`src/rtl/serial_sub12_if.sv`:
```
// serial_sub12_if: operand/result handshake bundle for the bit-serial subtractor.
// master drives operands and accepts results; slave is the subtractor side.
interface serial_sub12_if #(
    parameter int W = 12
);
    logic         in_valid;
    logic         in_ready;
    logic [W-1:0] a;
    logic [W-1:0] b;
    logic         out_valid;
    logic         out_ready;
    logic [W:0]   diff;
    logic         underflow;

    modport master (
        output in_valid, a, b, out_ready,
        input  in_ready, out_valid, diff, underflow
    );

    modport slave (
        input  in_valid, a, b, out_ready,
        output in_ready, out_valid, diff, underflow
    );
endinterface

```
`src/rtl/serial_sub12.sv`:
```
// serial_sub12: bit-serial unsigned a - b, one borrow cell, LSB first, W+1-bit result.
// Define SERIAL_SUB12_SAT_EN to clamp underflowing results to zero.
module serial_sub12 #(
    parameter int W     = 12,
    parameter int CNT_W = 4
) (
    input  logic               clk,
    input  logic               rst_n,
    serial_sub12_if.slave      bus
);
    typedef enum logic [1:0] {IDLE, SHIFT, DONE} state_t;

    state_t             r_state;
    state_t             w_next;
    logic [W-1:0]       r_a;
    logic [W-1:0]       r_b;
    logic [W-1:0]       r_res;
    logic               r_bor;
    logic [CNT_W-1:0]   r_cnt;
    logic [W:0]         r_diff;
    logic               r_uf;
    logic               w_load;
    logic               w_step;
    logic               w_last;
    logic               w_d;
    logic               w_bor_n;
    logic [W-1:0]       w_res_n;
    logic [W:0]         w_diff_n;

    always_comb begin
        w_d      = r_a[0] ^ r_b[0] ^ r_bor;
        w_bor_n  = (~r_a[0] & r_b[0]) | (~(r_a[0] ^ r_b[0]) & r_bor);
        w_res_n  = {w_d, r_res[W-1:1]};
`ifdef SERIAL_SUB12_SAT_EN
        w_diff_n = w_bor_n ? '0 : {1'b0, w_res_n};
`else
        w_diff_n = {w_bor_n, w_res_n};
`endif
    end

    always_comb begin
        w_load = (r_state == IDLE) && bus.in_valid;
        w_step = (r_state == SHIFT);
        w_last = w_step && (r_cnt == CNT_W'(W - 1));
        w_next = r_state;
        case (r_state)
            IDLE:    w_next = w_load ? SHIFT : IDLE;
            SHIFT:   w_next = w_last ? DONE : SHIFT;
            DONE:    w_next = bus.out_ready ? IDLE : DONE;
            default: w_next = IDLE;
        endcase
    end

    always_ff @(posedge clk or negedge rst_n) begin
        if (!rst_n)
            r_state <= IDLE;
        else
            r_state <= w_next;
    end

    always_ff @(posedge clk or negedge rst_n) begin
        if (!rst_n) begin
            r_a    <= '0;
            r_b    <= '0;
            r_res  <= '0;
            r_bor  <= 1'b0;
            r_cnt  <= '0;
            r_diff <= '0;
            r_uf   <= 1'b0;
        end else if (w_load) begin
            r_a   <= bus.a;
            r_b   <= bus.b;
            r_res <= '0;
            r_bor <= 1'b0;
            r_cnt <= '0;
        end else if (w_step) begin
            r_a   <= r_a >> 1;
            r_b   <= r_b >> 1;
            r_res <= w_res_n;
            r_bor <= w_bor_n;
            r_cnt <= r_cnt + CNT_W'(1);
            if (w_last) begin
                r_diff <= w_diff_n;
                r_uf   <= w_bor_n;
            end
        end
    end

    // Result registers only change on the final shift, so they hold through DONE.
    assign bus.in_ready  = (r_state == IDLE);
    assign bus.out_valid = (r_state == DONE);
    assign bus.diff      = r_diff;
    assign bus.underflow = r_uf;
endmodule
```
`src/flat_wrapper.sv`:
```
// flat-port wrapper written by rule: the top's interface ports become plain ports
module serial_sub12_flat 
#(
    parameter int W     = 12,
    parameter int CNT_W = 4
)
  (clk, rst_n, bus_in_valid, bus_a, bus_b, bus_out_ready, bus_in_ready, bus_out_valid, bus_diff, bus_underflow);
  serial_sub12_if #(.W(W)) bus_i ();
  input  logic clk;
  input  logic rst_n;
  input wire logic [$bits(bus_i.in_valid)-1:0] bus_in_valid;
  input wire logic [$bits(bus_i.a)-1:0] bus_a;
  input wire logic [$bits(bus_i.b)-1:0] bus_b;
  input wire logic [$bits(bus_i.out_ready)-1:0] bus_out_ready;
  output wire logic [$bits(bus_i.in_ready)-1:0] bus_in_ready;
  output wire logic [$bits(bus_i.out_valid)-1:0] bus_out_valid;
  output wire logic [$bits(bus_i.diff)-1:0] bus_diff;
  output wire logic [$bits(bus_i.underflow)-1:0] bus_underflow;
  assign bus_i.in_valid = bus_in_valid;
  assign bus_i.a = bus_a;
  assign bus_i.b = bus_b;
  assign bus_i.out_ready = bus_out_ready;
  assign bus_in_ready = bus_i.in_ready;
  assign bus_out_valid = bus_i.out_valid;
  assign bus_diff = bus_i.diff;
  assign bus_underflow = bus_i.underflow;
  serial_sub12 #(.W(W), .CNT_W(CNT_W)) u_core (.clk(clk), .rst_n(rst_n), .bus(bus_i));
endmodule
```
`config.mk`:
```
export PLATFORM = sky130hd
export DESIGN_NAME = serial_sub12_flat
export DESIGN_NICKNAME = d
export VERILOG_FILES = /design/src/rtl/serial_sub12_if.sv /design/src/rtl/serial_sub12.sv /design/src/flat_wrapper.sv
export SDC_FILE = /design/constraint.sdc
export NUM_CORES = 1
export LEC_CHECK = 0
export CORE_UTILIZATION = 55
export DETAILED_ROUTE_END_ITERATION = 7
export PLACE_DENSITY = 0.83
export SKIP_LAST_GASP = 1
export SLEW_MARGIN = 20
export SYNTH_ARGS = -nofsm -noshare
export SYNTH_HDL_FRONTEND = slang
export SYNTH_SLANG_ARGS = --single-unit
```
`constraint.sdc`:
```
create_clock -name clk -period 4.7 [get_ports clk]
set_input_delay 0.94 -clock clk [delete_from_list [all_inputs] [get_ports clk]]
set_output_delay 0.94 -clock clk [all_outputs]
set_load 0.02 [all_outputs]
```
==> results.py <==
metrics = {
    "clocking": {
        "postCtsSetupBuffers": 0,
        "cts_resized": 0,
        "cts-hold-fix-buffers": 0,
        "clkTransAtPathRegs_ns": 0.09,
        "cts-root-buf": "clkbuf_8",
        "cts.sinks": 55,
        "cts_buffer_depth": 2,
        "htreeDepth": 2,
        "tritoncts": "yes",
        "cts_inserted_buffers": 5,
        "clk_latency_ns": 0.31,
    },
    "setup_path": {
        "worst_setup_path_end_kind": "output pin",
        "slowest_delay_ns": 0.63,
        "reg2reg_slack_ns": 2.84,
        "reg2reg_depth": 4,
        "arrival_ns": 1.54,
        "crit_chain": "nor2b_1 -> clkdlybuf4s50_1",
        "criticalPathCategory": "register to output pin",
        "cp_max_fo": 6,
        "cp.required_ns": 3.76,
        "slowest_stage": "clkdlybuf4s50_1",
        "cp-start-kind": "register",
    },
    "floorplanning": {
        "core_um2": 4090,
        "fp.dieH_um": 68.0,
        "top_level_ports": 44,
        "die_w_um": 68.0,
        "row_count": 23,
        "die_area_um2": 4620,
        "start_util": 0.586,
    },
    "sta": {
        "worstMarginPinSlew_ns": 0.821,
        "fin_skew_ns": 0.00647,
        "report.final.slew_viol_count": 0,
        "setup_violations": 0,
        "hold_viol_final": 0,
        "min_period_ns": 2.48,
        "fin_ws_ns": 2.22,
        "rsz0062_at_grt": "false",
        "finalSetupTns_ns": 0,
        "fin_crit_sh": 0.528,
        "hold_slack_ns": 0.489,
        "maxSlewHeadroom": 0.451,
        "fmax_mhz": 403,
    },
    "power": {
        "p_leak_nw": 1.36,
        "seq_power_share": 0.435,
        "power_mw": 1.94,
        "swShare": 0.364,
        "vdd_drop_max_mv": 0.365,
        "power_switching_uw": 704,
        "p_per_area_nw_per_um2": 664,
        "internal_power_mw": 1.23,
        "combPwrFrac": 0.401,
        "pwr-share-clk": 0.164,
    },
    "finish": {
        "multi_input_area_um2": 902,
        "fillers": 318,
        "nets": 304,
        "drive_above_1_share": 0.0945,
        "diodes": 0,
        "area_growth_syn_to_layout_pct": 21.7,
        "seq_area_um2": 1380,
        "finish.utilization": 0.713,
    },
    "routing": {
        "viasPerCell": 5.30,
        "routed_wl_mm": 4.21,
        "ant_nets": 0,
        "avgRoutedWirePerCell_um": 12.9,
        "drtPass1Iterations": 4,
        "via_count": 1724,
        "drc_errors": 0,
        "drtIter0Drc": 94,
    },
    "synth": {
        "synthTopCellsByArea": "dfrtp_1 57%, nand2_1 11%, mux2_4 5.0%",
        "synth_top_area_cell": "dfrtp_1",
        "netlist_instances": 240,
        "synth-seq-cells": 55,
        "yosysUniqueCellTypes": 29,
        "synth_warnings": 0,
        "netlist.area_leader.share": 0.575,
        "syn-mean-instance-area_um2": 9.98,
        "synth_area_um2": 2390,
        "synthesis.nets": 270,
        "synth_seq_area_share": 0.575,
    },
    "job": {
        "drv_cap": 0,
    },
    "grt": {
        "grt_pass1_wl_mm": 7.09,
        "grt.overflow.total": 0,
        "antenna_found_initial": 0,
        "grt_usage": 0.210,
        "grt_pass1_vias": 1544,
        "grt_start_max_net_pins": 60,
    },
    "placement": {
        "dp_hpwl_mm": 2.61,
        "gp_congestion": 0.739,
        "place_ws_ns": 1.94,
        "numPortBuffers": 43,
    },
    "run_status": {
        "status": "complete, no violations",
    },
    "min_path": {
        "hold_class": "register to register",
        "whs_path_depth": 1,
    },
}
cells by family after synthesis:
logic type | share of synthesized area
compound gates | 0.0778
fa+ha+maj | 0.0136
buf+inv | 0.0501
flops | 0.575
mux | 0.0773
simple gates | 0.206
critical path: cells and delay by family, from the launching register on:
kind	cells	cell delay, ns
flip-flops	1	0.44
AND/OR/NAND/NOR	1	0.17
buffers and inverters	1	0.63
metrics by stage:
| step | cells | cell area (um2) |
|---|---|---|
| 6_report | 325 | 2910 |
| 3_5_place_dp | 317 | 2790 |
| 3_3_place_gp | 317 | 2790 |
| 5_1_grt | 325 | 2910 |
| 4_1_cts | 325 | 2910 |
| 2_1_floorplan | 240 | 2390 |
power by group through the flow:
stage,Clock [mW],Combinational (mW),Sequential (mW)
2_1_floorplan,0,0.501,0.885
3_3_place_gp,0,0.752,0.840
3_5_place_dp,0,0.778,0.851
4_1_cts,0.326,0.782,0.843
5_1_grt,0.343,0.865,0.875
6_report,0.318,0.776,0.842
cells in the mapped netlist, drive strengths merged:
| cell type | number |
|---|---|
| nand2 | 72 |
| dfrtp | 55 |
| nor2 | 20 |
| a31oi | 19 |
| nand3 | 18 |
| mux2 | 12 |
| buf | 9 |
| clkbuf | 9 |
| inv | 4 |
| o21ai | 4 |
| a22oi | 3 |
| a21oi | 2 |
| mux2i | 2 |
| a21o | 1 |
| and2b | 1 |
| fa | 1 |
| ha | 1 |
| nand2b | 1 |
| nand4 | 1 |
| nor2b | 1 |
| nor3 | 1 |
| nor3b | 1 |
| o21a | 1 |
| or3b | 1 |
path summary, 6_finish.rpt:
check	from	end
max in group asynchronous	rst_n	u_core.r_bor$_DFFE_PN0P_
max reg2reg	u_core.r_cnt[0]$_DFFE_PN0P_	u_core.bus.diff[3]$_DFFE_PN0P_
min	u_core.r_cnt[3]$_DFFE_PN0P_	u_core.r_cnt[3]$_DFFE_PN0P_
min reg2reg	u_core.r_cnt[3]$_DFFE_PN0P_	u_core.r_cnt[3]$_DFFE_PN0P_
min in group asynchronous	rst_n	u_core.bus.diff[10]$_DFFE_PN0P_
max	u_core.r_state[0]$_DFF_PN0_	bus_out_valid
placed cells by master (no fill, tap or decap), types with 2 or more instances in the layout:
cell	count
nand3_1	18
a21oi_1	2
mux2_4	8
a31oi_1	19
a22oi_1	3
clkdlybuf4s50_1	42
inv_1	4
nor2_1	20
clkbuf_8	6
mux2i_1	2
nand2_1	72
dfrtp_1	55
o21ai_0	4
mux2_2	4
buf_4	2
final cells by class:
class	count	share of cell area
sequential	55	0.472
multi-input combinational	163	0.310
timing repair buffer	45	0.151
clock buffer	6	0.0283
tap	50	0.0215
clock inverter	2	0.0120
inverter	4	0.00515
state kept, by name, summed over array words and instances, names as in the netlist:
| name | count |
|---|---|
| u_core.r_b | 12 |
| u_core.r_state | 2 |
| u_core.r_bor | 1 |
| u_core.r_cnt | 4 |
| u_core.r_a | 12 |
| u_core.bus.diff | 13 |
| u_core.r_res | 11 |
per-layer routing:
metal / wire length, um / vias up / part of all wire / track usage
li1: - / 863 / - / -
met1: 1990 / 808 / 0.47 / 0.281
met2: 1970 / 45 / 0.47 / 0.326
met3: 176 / 8 / 0.042 / 0.0500
met4: 76 / 0 / 0.018 / 0.0859
met5: 0 / - / 0 / 0
Note: power is estimated with default switching activity, not from simulation.
